==> src/rtl/run_dump_ctrl_if.sv <==
// Dump stream bundle between run_dump_ctrl and its consumer.
// Latency: none (wires only).
// Backpressure: master holds dump_data/dump_idx stable while dump_valid && !dump_ready.
//
// Signals:
//   dump_valid  master->slave  beat valid
//   dump_ready  slave->master  consumer ready
//   dump_data   master->slave  beat payload (PC on idx 0, then x0..x(NREG-1))
//   dump_idx    master->slave  beat index, 0 = PC, k = register k-1
interface run_dump_ctrl_if #(
   parameter int XLEN = 32,
   parameter int NREG = 32
) ();
   logic                    dump_valid;
   logic                    dump_ready;
   logic [XLEN-1:0]         dump_data;
   logic [$clog2(NREG):0]   dump_idx;

   modport master (
      output dump_valid,
      output dump_data,
      output dump_idx,
      input  dump_ready
   );

   modport slave (
      input  dump_valid,
      input  dump_data,
      input  dump_idx,
      output dump_ready
   );
endinterface

==> src/rtl/run_dump_ctrl.sv <==
// Run-control and state-dump controller: gates an RV32 core for N instructions or to a PC breakpoint, then streams PC + register file.
// Latency: start -> RUN next cycle; halt -> CAP next cycle -> first beat the cycle after; done one cycle after the final beat.
// Backpressure: dump beats wait on dump_ready; payload and index hold while stalled.
//
// Ports:
//   clk, rst        clock, asynchronous active-high reset
//   i_start         one-cycle pulse, begins a run (ignored unless IDLE)
//   i_mode          0 = COUNT, 1 = BREAK (sampled with i_start)
//   i_inst_limit    instruction limit, 0 = none in BREAK / immediate dump in COUNT
//   i_bp_addr       breakpoint PC (sampled with i_start)
//   i_abort         force halt while running
//   i_pc            core's current PC
//   o_core_en       core enable, one retired instruction per high cycle
//   o_rf_raddr      register-file read address (combinational read)
//   i_rf_rdata      register-file read data
//   o_busy          controller not idle
//   o_bp_hit        last run halted on the breakpoint
//   o_done          one-cycle pulse after the final beat is accepted
//   o_retired       instructions retired in the current/last run, saturating
//   dump            dump stream (master side)
module run_dump_ctrl #(
   parameter int XLEN  = 32,
   parameter int NREG  = 32,
   parameter int CNT_W = 16,
   localparam int AW   = $clog2(NREG)
) (
   input  logic              clk,
   input  logic              rst,
   input  logic              i_start,
   input  logic              i_mode,
   input  logic [CNT_W-1:0]  i_inst_limit,
   input  logic [XLEN-1:0]   i_bp_addr,
   input  logic              i_abort,
   input  logic [XLEN-1:0]   i_pc,
   output logic              o_core_en,
   output logic [AW-1:0]     o_rf_raddr,
   input  logic [XLEN-1:0]   i_rf_rdata,
   output logic              o_busy,
   output logic              o_bp_hit,
   output logic              o_done,
   output logic [CNT_W-1:0]  o_retired,
   run_dump_ctrl_if.master   dump
);

   typedef enum logic [1:0] {
      S_IDLE = 2'd0,
      S_RUN  = 2'd1,
      S_CAP  = 2'd2,
      S_DUMP = 2'd3
   } state_t;

   localparam logic [AW:0] LAST_IDX = (AW+1)'(NREG);

   state_t            r_state;
   logic              r_mode;
   logic [CNT_W-1:0]  r_limit;
   logic [XLEN-1:0]   r_bp;
   logic [CNT_W-1:0]  r_retired;
   logic              r_bp_hit;
   logic              r_done;
   logic              r_cnt_stop;
   logic [XLEN-1:0]   r_dat;
   logic [AW:0]       r_idx;
   logic [AW-1:0]     r_rp;

   logic              w_limit_on;
   logic              w_bp_match;
   logic              w_cnt_hit;
   logic              w_halt;
   logic [CNT_W:0]    w_ret_inc;
   logic              w_last;
   logic              w_fire;
   logic              w_valid;

   assign w_limit_on = (r_limit != '0);
   assign w_bp_match = r_mode && (i_pc == r_bp);
   assign w_cnt_hit  = w_limit_on && (r_retired == r_limit);
   assign w_halt     = i_abort || w_bp_match || w_cnt_hit;

   // Extra bit catches the wrap so the counter can saturate at all-ones.
   assign w_ret_inc  = {1'b0, r_retired} + {{CNT_W{1'b0}}, 1'b1};

   // The instruction retiring this cycle is the last one allowed: leave RUN
   // now so core_en is high for exactly `limit` cycles and CAP follows directly.
   assign w_last     = w_limit_on && (w_ret_inc == {1'b0, r_limit});

   assign w_valid    = (r_state == S_DUMP);
   assign w_fire     = w_valid && dump.dump_ready;

   assign o_core_en  = (r_state == S_RUN) && !w_halt;
   assign o_busy     = (r_state != S_IDLE);
   assign o_bp_hit   = r_bp_hit;
   assign o_done     = r_done;
   assign o_retired  = r_retired;
   assign o_rf_raddr = r_rp;

   assign dump.dump_valid = w_valid;
   assign dump.dump_data  = r_dat;
   assign dump.dump_idx   = r_idx;

   always_ff @(posedge clk or posedge rst) begin
      if (rst) begin
         r_state    <= S_IDLE;
         r_mode     <= 1'b0;
         r_limit    <= '0;
         r_bp       <= '0;
         r_retired  <= '0;
         r_bp_hit   <= 1'b0;
         r_done     <= 1'b0;
         r_cnt_stop <= 1'b0;
         r_dat      <= '0;
         r_idx      <= '0;
         r_rp       <= '0;
      end else begin
         r_done <= 1'b0;
         case (r_state)
            S_IDLE: begin
               if (i_start) begin
                  r_mode     <= i_mode;
                  r_limit    <= i_inst_limit;
                  r_bp       <= i_bp_addr;
                  r_retired  <= '0;
                  r_bp_hit   <= 1'b0;
                  r_cnt_stop <= 1'b0;
                  if (!i_mode && (i_inst_limit == '0))
                     r_state <= S_CAP;
                  else
                     r_state <= S_RUN;
               end
            end

            S_RUN: begin
               if (w_halt) begin
                  // Abort outranks the breakpoint; a pure count halt never sets bp_hit.
                  r_bp_hit <= !i_abort && w_bp_match;
                  r_state  <= S_CAP;
               end else begin
                  if (!w_ret_inc[CNT_W])
                     r_retired <= w_ret_inc[CNT_W-1:0];
                  if (w_last) begin
                     r_cnt_stop <= 1'b1;
                     r_state    <= S_CAP;
                  end
               end
            end

            S_CAP: begin
               // After a count stop the core sits at the next PC now; if that
               // PC is the breakpoint it coincides with the count and wins.
               if (r_cnt_stop && w_bp_match)
                  r_bp_hit <= 1'b1;
               r_dat   <= i_pc;
               r_idx   <= '0;
               r_rp    <= '0;
               r_state <= S_DUMP;
            end

            S_DUMP: begin
               if (w_fire) begin
                  if (r_idx == LAST_IDX) begin
                     r_state <= S_IDLE;
                     r_done  <= 1'b1;
                  end else begin
                     r_dat <= i_rf_rdata;
                     r_idx <= r_idx + 1'b1;
                     r_rp  <= r_rp + 1'b1;
                  end
               end
            end

            default: r_state <= S_IDLE;
         endcase
      end
   end

endmodule

==> src/flat_wrapper.sv <==
// flat-port wrapper written by rule: the top's interface ports become plain ports
module run_dump_ctrl_flat 
#(
   parameter int XLEN  = 32,
   parameter int NREG  = 32,
   parameter int CNT_W = 16,
   localparam int AW   = $clog2(NREG)
)
  (clk, rst, i_start, i_mode, i_inst_limit, i_bp_addr, i_abort, i_pc, o_core_en, o_rf_raddr, i_rf_rdata, o_busy, o_bp_hit, o_done, o_retired, dump_dump_valid, dump_dump_data, dump_dump_idx, dump_dump_ready);
  run_dump_ctrl_if #(.XLEN(XLEN), .NREG(NREG)) dump_i ();
  input  logic clk;
  input  logic rst;
  input  logic i_start;
  input  logic i_mode;
  input  logic [CNT_W-1:0] i_inst_limit;
  input  logic [XLEN-1:0] i_bp_addr;
  input  logic i_abort;
  input  logic [XLEN-1:0] i_pc;
  output logic o_core_en;
  output logic [AW-1:0] o_rf_raddr;
  input  logic [XLEN-1:0] i_rf_rdata;
  output logic o_busy;
  output logic o_bp_hit;
  output logic o_done;
  output logic [CNT_W-1:0] o_retired;
  output wire logic [$bits(dump_i.dump_valid)-1:0] dump_dump_valid;
  output wire logic [$bits(dump_i.dump_data)-1:0] dump_dump_data;
  output wire logic [$bits(dump_i.dump_idx)-1:0] dump_dump_idx;
  input wire logic [$bits(dump_i.dump_ready)-1:0] dump_dump_ready;
  assign dump_dump_valid = dump_i.dump_valid;
  assign dump_dump_data = dump_i.dump_data;
  assign dump_dump_idx = dump_i.dump_idx;
  assign dump_i.dump_ready = dump_dump_ready;
  run_dump_ctrl #(.XLEN(XLEN), .NREG(NREG), .CNT_W(CNT_W)) u_core (.clk(clk), .rst(rst), .i_start(i_start), .i_mode(i_mode), .i_inst_limit(i_inst_limit), .i_bp_addr(i_bp_addr), .i_abort(i_abort), .i_pc(i_pc), .o_core_en(o_core_en), .o_rf_raddr(o_rf_raddr), .i_rf_rdata(i_rf_rdata), .o_busy(o_busy), .o_bp_hit(o_bp_hit), .o_done(o_done), .o_retired(o_retired), .dump(dump_i));
endmodule
==> config.mk <==
export PLATFORM = sky130hd
export DESIGN_NAME = run_dump_ctrl_flat
export DESIGN_NICKNAME = d
export VERILOG_FILES = /design/src/rtl/run_dump_ctrl_if.sv /design/src/rtl/run_dump_ctrl.sv /design/src/flat_wrapper.sv
export SDC_FILE = /design/constraint.sdc
export NUM_CORES = 1
export LEC_CHECK = 0
export ABC_AREA = 0
export ABC_CLOCK_PERIOD_IN_PS = 8200
export CAP_MARGIN = 20
export CORE_MARGIN = 2
export CORE_UTILIZATION = 45
export DETAILED_ROUTE_END_ITERATION = 10
export PLACE_DENSITY = 0.77
export SYNTH_ARGS = -nofsm -noshare
export SYNTH_HDL_FRONTEND = slang
export SYNTH_SLANG_ARGS = --single-unit
==> constraint.sdc <==
create_clock -name clk -period 8.2 [get_ports clk]
set_input_delay 1.64 -clock clk [delete_from_list [all_inputs] [get_ports clk]]
set_output_delay 1.64 -clock clk [all_outputs]
set_load 0.02 [all_outputs]
==> results of run 1 <==
==> layer usage <==
layer | GRT usage (%) | up-vias | wire (um)
met4 | 6.54 | 0 | 172
met1 | 31.7 | 2484 | 7400
met2 | 43.0 | 203 | 9100
met3 | 9.68 | 11 | 1530
met5 | 0 | - | 0
li1 | - | 2392 | -
==> path summary, 6_finish.rpt <==
check	from	end	slack (ns)	depth (start not counted)
hold reg to reg	u_core.o_bp_hit	u_core.o_bp_hit	0.50	1
max in group asynchronous	rst	u_core.dump.dump_idx[3]	5.64	4
hold / removal	u_core.o_bp_hit	u_core.o_bp_hit	0.50	1
setup / recovery	i_pc[30]	o_core_en	2.44	9
setup reg to reg	u_core.o_retired[0]	u_core.r_state[1]	5.06	8
min in group asynchronous	rst	u_core.r_limit[13]	1.58	2
==> per-stage QoR <==
stage / area (um^2) / power, mW
floorplan: 6160 / 1.76
global placement: 8040 / 2.18
detailed placement: 8070 / 2.23
CTS: 8710 / 3.05
global route: 8740 / 3.20
finish: 8740 / 3.03
==> synthesized netlist by cell type, drive strengths merged, types with 2 or more instances <==
library cell and instances:
dfrtp 113, nor2 65, mux2 53, xor2 41
mux2i 38, a21oi 35, xnor2 28, nand2 24
nor4 20, clkbuf 16, buf 14, nand4 14
nor3 14, o21ai 12, inv 11, nand3 10
ha 8, or4 6, and3 5, and4 5
o31ai 4, or3 4, nand2b 3, nor3b 3
nor4b 3, and2 2, o21a 2, o221ai 2
==> layout by cell type (no fill, tap or decap), types with 19 or more instances in the layout <==
cell type / instances
a21oi_1: 35
clkdlybuf4s50_1: 181
dfrtp_1: 113
mux2_2: 51
mux2i_1: 38
nand2_1: 23
nor2_1: 65
nor4_1: 19
xnor2_1: 28
xor2_1: 41
==> layout make-up <==
type / count / area (um^2) / share of cell area, %
Clock buffer: 24 / 492 / 5.63
Sequential cell: 113 / 2830 / 32.4
Tap cell: 176 / 220 / 2.52
Clock inverter: 8 / 150 / 1.72
Timing Repair Buffer: 187 / 1900 / 21.7
Inverter: 11 / 46.3 / 0.530
Multi-Input combinational cell: 419 / 3110 / 35.6
==> flip-flops by register name (all words and copies together), names as in the netlist <==
register	flops
u_core.dump.dump_data	32
u_core.r_bp	32
u_core.o_retired	16
u_core.r_limit	16
u_core.dump.dump_idx	6
u_core.o_rf_raddr	5
u_core.r_state	2
u_core.o_bp_hit	1
u_core.o_done	1
u_core.r_cnt_stop	1
u_core.r_mode	1
==> power breakdown <==
part | switching [mW] | total [mW] | internal [mW]
clock network | 0.253 | 0.795 | 0.541
registers | 0.213 | 1.00 | 0.789
logic | 0.616 | 1.23 | 0.616
total | 1.08 | 3.03 | 1.95
==> kinds of logic after synthesis <==
group / synth area share (%)
buf+inv: 3.76
fa+ha+maj: 1.62
compound gates: 7.15
simple gates: 15.8
mux: 15.9
xor+xnor: 9.81
flops: 45.9
==> impl_results.md, run 1 <==
* Total of max-cap violations at 0
* Syn_nets at 699
* Worst path most repeated cell: clkdlybuf4s50_1
* Max VDD drop at 0.194 mV
* Post-CTS Setup Bufs at 0
* GPL Wtd Cong at 0.888
* Synthesized cell area at 6160 um^2
* Crit end category: output pin
* Placed insts at 905
* Min Hold Slack at 0.497 ns
* Row Count at 42
* Initial antenna violation count at 0
* TritonCTS Sinks at 113
* Drt initial violations at 233
* Crit path cell chain: clkdlybuf4s50_1 > xor2_1 > nor4_1 > nand4_1 > nor3_2 > buf_4 > or3_4 > inv_4 > clkdlybuf4s50_1
* Pre-CTS setup slack at 2.42 ns
* Clock latency on the worst-skew pair at 0.41 ns
* GRT overflow at 0
* Area growth syn-to-layout at 41.9%
* Input/output buffers at 181
* Outcome: finished clean
* Final period util at 70.2%
* Initial Util at 46.3%
* Critical path type: in -> out
* CTS tree: yes
* Die Height at 121 um
* Crit-path leading delay family: buffers and inverters
* Die Span X at 121 um
* Routed len/inst at 19.4 um
* Number of I/O pins at 182
* Critical-path top delay cell: clkdlybuf4s50_1
* Least-Margin Pin Slew at 0.919 ns
* Critical path data required time at 6.56 ns
* Tot GR Track Use at 25.8%
* Antenna Violating Nets Remaining at 0
* Async SR Flop Fraction at 100%
* First-pass GRT wire length at 28,700 um
* Worst Path Buf+Inv at 4
* Gates resized, CTS repair at 0
* Clock Pin Slew Worst Setup and Hold Paths at 0.05 ns
* Synth cell types at 65
* DRC at 0
* Synth area leader: dfrtp_1
* Critical Path AT at 4.12 ns
* Crit Path Max Fanout at 17
* Hold Crit Class: reg -> reg
* Power density over the cells at 347 nW/um^2
* Placed wire-length estimate at 13,600 um
* Routed WL at 18,200 um
* Clock Path Buffers at 2
* Number of flops mapped to enable cells by yosys at 0
* Routed via count at 5,090
* Sequential share of the synthesized area at 45.9%
* Layout cells sized above 1 at 14.2%
* Yosys reg bits at 113
* Top cell type's share of synthesized area at 45.9%
* Syn_area_per_cell at 10.8 um^2
* Largest stage delay, worst path at 0.55 ns
* Fin cells at 938
* Final worst setup slack at 2.44 ns
* Setup Viol. Count Final at 0
* Final hold violation count at 0
* Synth top area cells: dfrtp_1 46%, mux2_2 9.3%, mux2i_1 6.2%, xor2_1 5.8%, xnor2_1 4.0%
* Clock skew at 0.00845 ns
* Fillers at 999
* Top achievable clock speed at 174 MHz
* DR pass1 iterations at 4
* Syn. warnings at 0
* TritonCTS Buffers at 17
* CTS root buf: clkbuf_16
* Syn Inst Count at 573
* Final Util at 65.7%
* Area of the core at 13,300 um^2
* Unrepaired setup endpoints after global routing: false
* Number of vias per cell at 5.43
* Die area at 14,600 um^2
* Leakage at 3.46 nW
* H-tree depth at 4
* Fin crit period at 5.76 ns
* Ant. Diodes at 0
* Fin nets at 875
* Pin count of the biggest net entering global routing at 87
* Fin Setup TNS at 0 ns
* Final Max Slew Viols at 0
* Slew headroom at 38.3%
* Synth Flop Type: dfrtp_1
* Nature of the critical path startpoint: primary input
* Vias in the first global route at 5,241
* Hold_buf cts at 0
(Power assumes the default switching activity.)
==> run 2: changes to the inputs <==
--- a/config.mk
+++ b/config.mk
@@ -6,7 +6,7 @@
 export NUM_CORES = 1
 export LEC_CHECK = 0
 export ABC_AREA = 0
-export ABC_CLOCK_PERIOD_IN_PS = 8200
+export ABC_CLOCK_PERIOD_IN_PS = 5900
 export CAP_MARGIN = 20
 export CORE_MARGIN = 2
 export CORE_UTILIZATION = 45
==> constraint.sdc (replaced) <==
create_clock -name clk -period 5.9 [get_ports clk]
set_input_delay 1.18 -clock clk [delete_from_list [all_inputs] [get_ports clk]]
set_output_delay 1.18 -clock clk [all_outputs]
set_load 0.02 [all_outputs]
==> run 2 against run 1 <==
Effect of this change: sequential cell count unchanged; hold slack worse by 0.011 ns; register-to-register slack worse by 2.3 ns; core utilization is 1.0 points lower; clock power increased by 15%; via count grew 0.96%; critical path depth did not move; non-clock buffer count unchanged; clock skew shrank 0.00096 ns; highest routed layer unchanged.
==> impl_results.md, run 2 (synthesis results as in run 1) <==
* Outcome: finished clean
* Max VDD drop at 0.345 mV (+77%)
* Die Span X at 121 um (unchanged)
* Die area at 14,600 um^2 (unchanged)
* Fin crit period at 4.86 ns
* Psw at 1.49 mW (+37%)
* Routed via count at 5,139 (+0.96%)
* Clock Path Buffers at 2 (unchanged)
* Die Height at 121 um (unchanged)
* Fillers at 1,030 (+3.1%)
* CTS root buf: clkbuf_16
* Layout cells sized above 1 at 13.9% (-0.23 points)
* Routed len/inst at 19.0 um (-2.1%)
* GRT overflow at 0 (unchanged)
* Area of the core at 13,300 um^2 (unchanged)
* Internal power at 2.51 mW (+29%)
* Commonest non-fill, non-tap cell in the layout: clkdlybuf4s50_1
* H-tree depth at 4 (unchanged)
* Fin nets at 875 (unchanged)
* Clk pwr share at 23.0% (-3.2 points)
* Crit Path Max Fanout at 17 (unchanged)
* Pin count of the biggest net entering global routing at 84 (-3.4%)
* CTS tree: yes
* Drt initial violations at 269 (+15%)
* Number of I/O pins at 182 (unchanged)
* GPL Wtd Cong at 0.920 (+3.6%)
* DR pass1 iterations at 4 (unchanged)
* Vias in the first global route at 5,441 (+3.8%)
* Hold Crit Class: reg -> reg
* Unrepaired setup endpoints after global routing: false
* Hold_buf cts at 0 (unchanged)
* Final Util at 64.7% (-1.0 points)
* Clock skew at 0.00749 ns (-0.000964 ns)
* Critical Path AT at 3.68 ns (-0.44 ns)
* Row Count at 42 (unchanged)
* Most frequent cells in the layout: 181 x clkdlybuf4s50_1, 113 x dfrtp_1, 65 x nor2_1
* Number of vias per cell at 5.49 (+1.2%)
* Nature of the critical path startpoint: primary input
* Clock Pin Slew Worst Setup and Hold Paths at 0.05 ns (about the same)
* Area growth syn-to-layout at 39.6%
* Antenna Violating Nets Remaining at 0 (unchanged)
* Area of the multi-input gates at 3110 um^2 (unchanged)
* Setup Viol. Count Final at 0 (unchanged)
* Sequential cell area at 2830 um^2 (unchanged)
* Final period util at 82.5%
* TritonCTS Sinks at 113 (unchanged)
* DRC at 0 (unchanged)
* TritonCTS Buffers at 17 (unchanged)
* Final hold violation count at 0 (unchanged)
* Initial antenna violation count at 0 (unchanged)
* Initial Util at 46.3% (unchanged)
* Clock latency on the worst-skew pair at 0.41 ns (about the same)
* First-pass GRT wire length at 28,600 um (-0.31%)
* Total of max-cap violations at 0 (unchanged)
* Fin Setup TNS at 0 ns (unchanged)
* Placed wire-length estimate at 13,100 um (-3.7%)
* Top achievable clock speed at 206 MHz
* Slew headroom at 37.1% (-1.2 points)
* Power density over the cells at 464 nW/um^2 (+34%)
* Crit end category: output pin
* Switching Fraction at 37.2% (+1.4 points)
* Post-CTS Setup Bufs at 0 (unchanged)
* Comb pwr share at 42.3% (+1.6 points)
* Critical path type: in -> out
* Ant. Diodes at 0 (unchanged)
* Leakage at 3.41 nW (-1.6%)
* FF-to-FF setup slack at 2.77 ns (-2.29 ns)
* Critical path data required time at 4.72 ns (-1.84 ns)
* Routed WL at 17,800 um (-2.3%)
* Final Max Slew Viols at 0 (unchanged)
* Tot GR Track Use at 25.4% (-0.48 points)
* Input/output buffers at 181 (unchanged)
* Gates resized, CTS repair at 0 (unchanged)
* Reg power frac at 34.8% (+1.7 points)
* Least-Margin Pin Slew at 0.937 ns (+0.0182 ns)
run 2: cell types whose count changed in the layout (fill, tap and decap cells not counted), sizes merged:
cell,before,now
bufinv,4,0
clkinv,3,5
run 2: power groups by stage:
stage | logic, mW | registers (mW) | clock network (mW)
floorplan | 0.985 | 1.46 | 0
global placement | 1.64 | 1.38 | 0
detailed placement | 1.69 | 1.38 | 0
CTS | 1.70 | 1.38 | 0.931
global route | 1.83 | 1.43 | 0.975
finish | 1.69 | 1.39 | 0.917
run 2: per-stage QoR:
| step | power (mW) | area [um^2] | setup WS [ns] | std cells | hold WS [ns] |
|---|---|---|---|---|---|
| 2_1_floorplan | 2.44 | 6160 | 1.73 | 573 | 0.479 |
| 3_5_place_dp | 3.07 | 8050 | 1.05 | 905 | 0.478 |
| 6_report | 3.99 | 8600 | 1.04 | 936 | 0.486 |
| 4_1_cts | 4.02 | 8580 | 1.01 | 935 | 0.489 |
| 5_1_grt | 4.24 | 8600 | 0.918 | 936 | 0.516 |
| 3_3_place_gp | 3.02 | 8050 | 1.07 | 905 | 0.479 |
run 2: area by class of cell:
cell class	count	share of cell area, %
clock buffer	24	5.72
sequential	113	32.9
inverter	11	0.538
clock inverter	6	0.378
tap	176	2.56
timing repair buffer	187	21.8
multi-input combinational	419	36.1
run 2: worst max-delay path, cell delays in order:
cell and delay, ns:
clkdlybuf4s50_1 0.44, xor2_1 0.18, nor4_1 0.40, nand4_1 0.25, nor3_2 0.21, buf_4 0.24, or3_4 0.18, inv_4 0.05
clkdlybuf4s50_1 0.55
run 2: metal layers:
metal  up-vias  GRT usage (%)  routed length, um
met5         -              0                  0
met4         0           10.1                448
met3        26           7.71               1510
met2       201           41.0               8590
met1      2513           31.8               7230
li1       2399              -                  -
run 2: path summary, 6_finish.rpt:
path | startpoint | to | cells after the start
setup / recovery | i_pc[21] | o_core_en | 9
hold / removal | u_core.o_bp_hit | u_core.o_bp_hit | 1
setup reg to reg | u_core.o_retired[0] | u_core.r_state[1] | 8
hold reg to reg | u_core.o_bp_hit | u_core.o_bp_hit | 1
max in group asynchronous | rst | u_core.o_retired[1] | 3
min in group asynchronous | rst | u_core.dump.dump_idx[0] | 2
==> run 3: changes to the inputs <==
--- a/config.mk
+++ b/config.mk
@@ -6,10 +6,10 @@
 export NUM_CORES = 1
 export LEC_CHECK = 0
 export ABC_AREA = 0
-export ABC_CLOCK_PERIOD_IN_PS = 5900
+export ABC_CLOCK_PERIOD_IN_PS = 3900
 export CAP_MARGIN = 20
 export CORE_MARGIN = 2
-export CORE_UTILIZATION = 45
+export CORE_UTILIZATION = 43
 export DETAILED_ROUTE_END_ITERATION = 10
 export PLACE_DENSITY = 0.77
 export SYNTH_ARGS = -nofsm -noshare
==> constraint.sdc (replaced) <==
create_clock -name clk -period 3.9 [get_ports clk]
set_input_delay 0.78 -clock clk [delete_from_list [all_inputs] [get_ports clk]]
set_output_delay 0.78 -clock clk [all_outputs]
set_load 0.02 [all_outputs]
==> run 3 against run 2 <==
Effect of this change: count of clock-buffer cells in the layout did not move; final cell count rose by 1.2%; setup slack got worse by 0.90 ns.
==> impl_results.md, run 3 (synthesis results as in run 1) <==
* Outcome: finished clean
* Met2 Use GR at 39.7% (-1.3 points)
* Hold Crit Class: reg -> reg
* FF-to-FF setup slack at 0.76 ns (-2.01 ns)
* Pre-CTS setup slack at 0.0876 ns (-0.965 ns)
* Crit end category: output pin
* H-tree depth at 4 (unchanged)
* Top achievable clock speed at 266 MHz
* Unrepaired setup endpoints after global routing: false
* Crit Path Max Fanout at 5 (-12)
* Routed via count at 5,234 (+1.8%)
* Final Max Slew Viols at 0 (unchanged)
* Fin nets at 881 (+0.69%)
* Die Span X at 124 um (+2.2%)
* Area of the multi-input gates at 3130 um^2 (+0.81%)
* Most Crowded Layer GR: met2
* Setup Viol. Count Final at 0 (unchanged)
* Die area at 15,300 um^2 (+4.5%)
* Area of the core at 13,900 um^2 (+4.8%)
* Max VDD drop at 0.461 mV (+34%)
* CTS tree: yes
* Final worst setup slack at 0.139 ns (-0.896 ns)
* Clock Pin Slew Worst Setup and Hold Paths at 0.05 ns (about the same)
* Drt initial violations at 390 (+45%)
* Worst Path Buf+Inv at 2 (-2)
* Vias in the first global route at 5,428 (-0.24%)
* Crit path cell chain: xnor2_1 > nand2_1 > or4_1 > nor2_1 > or3_4 > inv_4 > clkdlybuf4s50_1
* Power density over the cells at 714 nW/um^2 (+54%)
* Most frequent cells in the layout: 181 x clkdlybuf4s50_1, 113 x dfrtp_1, 65 x nor2_1
* Final hold violation count at 0 (unchanged)
* Area growth syn-to-layout at 41.6%
* Placed wire-length estimate at 13,400 um (+2.1%)
* Hold_buf cts at 0 (unchanged)
* Critical Path AT at 2.98 ns (-0.70 ns)
* Nature of the critical path startpoint: flip-flop
* Layout cells sized above 1 at 15.5% (+1.6 points)
* Routed WL at 18,200 um (+2.7%)
* Tot GR Track Use at 24.5% (-0.85 points)
* GRT overflow at 0 (unchanged)
* Total of max-cap violations at 0 (unchanged)
* Initial Util at 44.2% (-2.1 points)
* Fin Setup TNS at 0 ns (unchanged)
* Largest stage delay, worst path at 0.57 ns (+0.02 ns)
* GPL Wtd Cong at 0.914 (-0.65%)
* Sequential cell area at 2830 um^2 (unchanged)
* Critical R2R Capture: u_core.r_state[1]
* Critical path type: reg -> out
* Leakage at 3.45 nW (+1.2%)
* Die Height at 124 um (+2.2%)
* Critical path data required time at 3.12 ns (-1.60 ns)
* Clock Path Buffers at 2 (unchanged)
* Clock skew at 0.00861 ns (+0.00113 ns)
* Worst Setup SP: u_core.r_limit[15]
* Final Power at 6.22 mW (+56%)
* Placed insts at 915 (+1.1%)
* Worst reg2reg path depth at 8 (unchanged)
* Clock latency on the worst-skew pair at 0.41 ns (about the same)
* Ant. Diodes at 0 (unchanged)
* Number of I/O pins at 182 (unchanged)
* Met3 Use GR at 8.84% (+1.1 points)
* Row Count at 43 (+2.4%)
* Least-Margin Pin Slew at 0.976 ns (+0.0382 ns)
* Reg2reg start: u_core.o_retired[0]
* First-pass GRT wire length at 28,100 um (-1.8%)
* Pin count of the biggest net entering global routing at 65 (-23%)
* Commonest non-fill, non-tap cell in the layout: clkdlybuf4s50_1
* Antenna Violating Nets Remaining at 0 (unchanged)
* Crit-path leading delay family: simple AND/OR/NAND/NOR gates
* Routed len/inst at 19.3 um (+1.5%)
* CTS root buf: clkbuf_16
* Initial antenna violation count at 0 (unchanged)
* DR pass1 iterations at 6 (+2)
* Slew headroom at 34.7% (-2.4 points)
* Critical-path top delay cell: or4_1
* TritonCTS Sinks at 113 (unchanged)
* Input/output buffers at 181 (unchanged)
* Fin crit period at 3.76 ns
* Fin cells at 947 (+1.2%)
* DRC at 0 (unchanged)
* Fillers at 1,075 (+4.4%)
* Number of vias per cell at 5.53 (+0.67%)
* Critical path depth in cells at 7 (-2)
* CP endpoint: o_core_en
* Final period util at 96.4%
* GR Util met1 at 29.9% (-1.8 points)
* TritonCTS Buffers at 17 (unchanged)
-- run 3: cell types whose count changed in the layout (fill, tap and decap cells not counted) --
cell / before / now
buf_16: 1 / 0
buf_4: 5 / 12
clkinv_2: 5 / 1
clkbuf_1: 3 / 1
clkinv_4: 0 / 2
clkinvlp_4: 1 / 3
nor4_2: 1 / 5
clkbuf_8: 4 / 6
nor4_1: 19 / 15
bufinv_16: 0 / 1
-- run 3: layout make-up --
| class | count | area share, % |
|---|---|---|
| Sequential cell | 113 | 32.4 |
| Inverter | 11 | 0.531 |
| Clock buffer | 24 | 5.87 |
| Tap cell | 180 | 2.58 |
| Timing Repair Buffer | 193 | 21.8 |
| Multi-Input combinational cell | 419 | 35.9 |
| Clock inverter | 7 | 0.861 |
-- run 3: stage by stage --
step           util (%)  hold slack [ns]  cell area (um^2)
4_1_cts            62.4            0.494              8690
2_1_floorplan         -            0.479              6160
3_5_place_dp       58.1            0.481              8100
6_report           62.6            0.488              8720
5_1_grt            62.6            0.514              8720
3_3_place_gp       58.1            0.473              8100
-- run 3: worst min-delay path by stage --
stage | slack (ns) | cells after the start | end | startpoint
floorplan | 0.48 | 1 | u_core.r_mode | u_core.r_mode
finish | 0.49 | 1 | u_core.o_bp_hit | u_core.o_bp_hit
detailed placement | 0.48 | 1 | u_core.o_bp_hit | u_core.o_bp_hit
CTS | 0.49 | 1 | u_core.o_bp_hit | u_core.o_bp_hit
global placement | 0.47 | 1 | u_core.o_bp_hit | u_core.o_bp_hit
global route | 0.51 | 1 | u_core.o_bp_hit | u_core.o_bp_hit
-- run 3: timing repair --
item / CTS / global route
hold endpoints to repair: 0 / 0
gates resized for setup: 0 / 4
endpoints found under the setup margin: 0 / 1
buffers inserted: 0 / 1
-- run 3: layer usage --
metal  wire [um]  up-vias
met3        1670       29
li1            -     2411
met1        7440     2536
met2        8740      258
met5           0        -
met4         391        0
-- run 3: where the power goes --
part / internal, mW / switching (mW)
Sequential: 1.66 / 0.433
Combinational: 1.29 / 1.32
Clock: 0.974 / 0.547
Total: 3.92 / 2.30
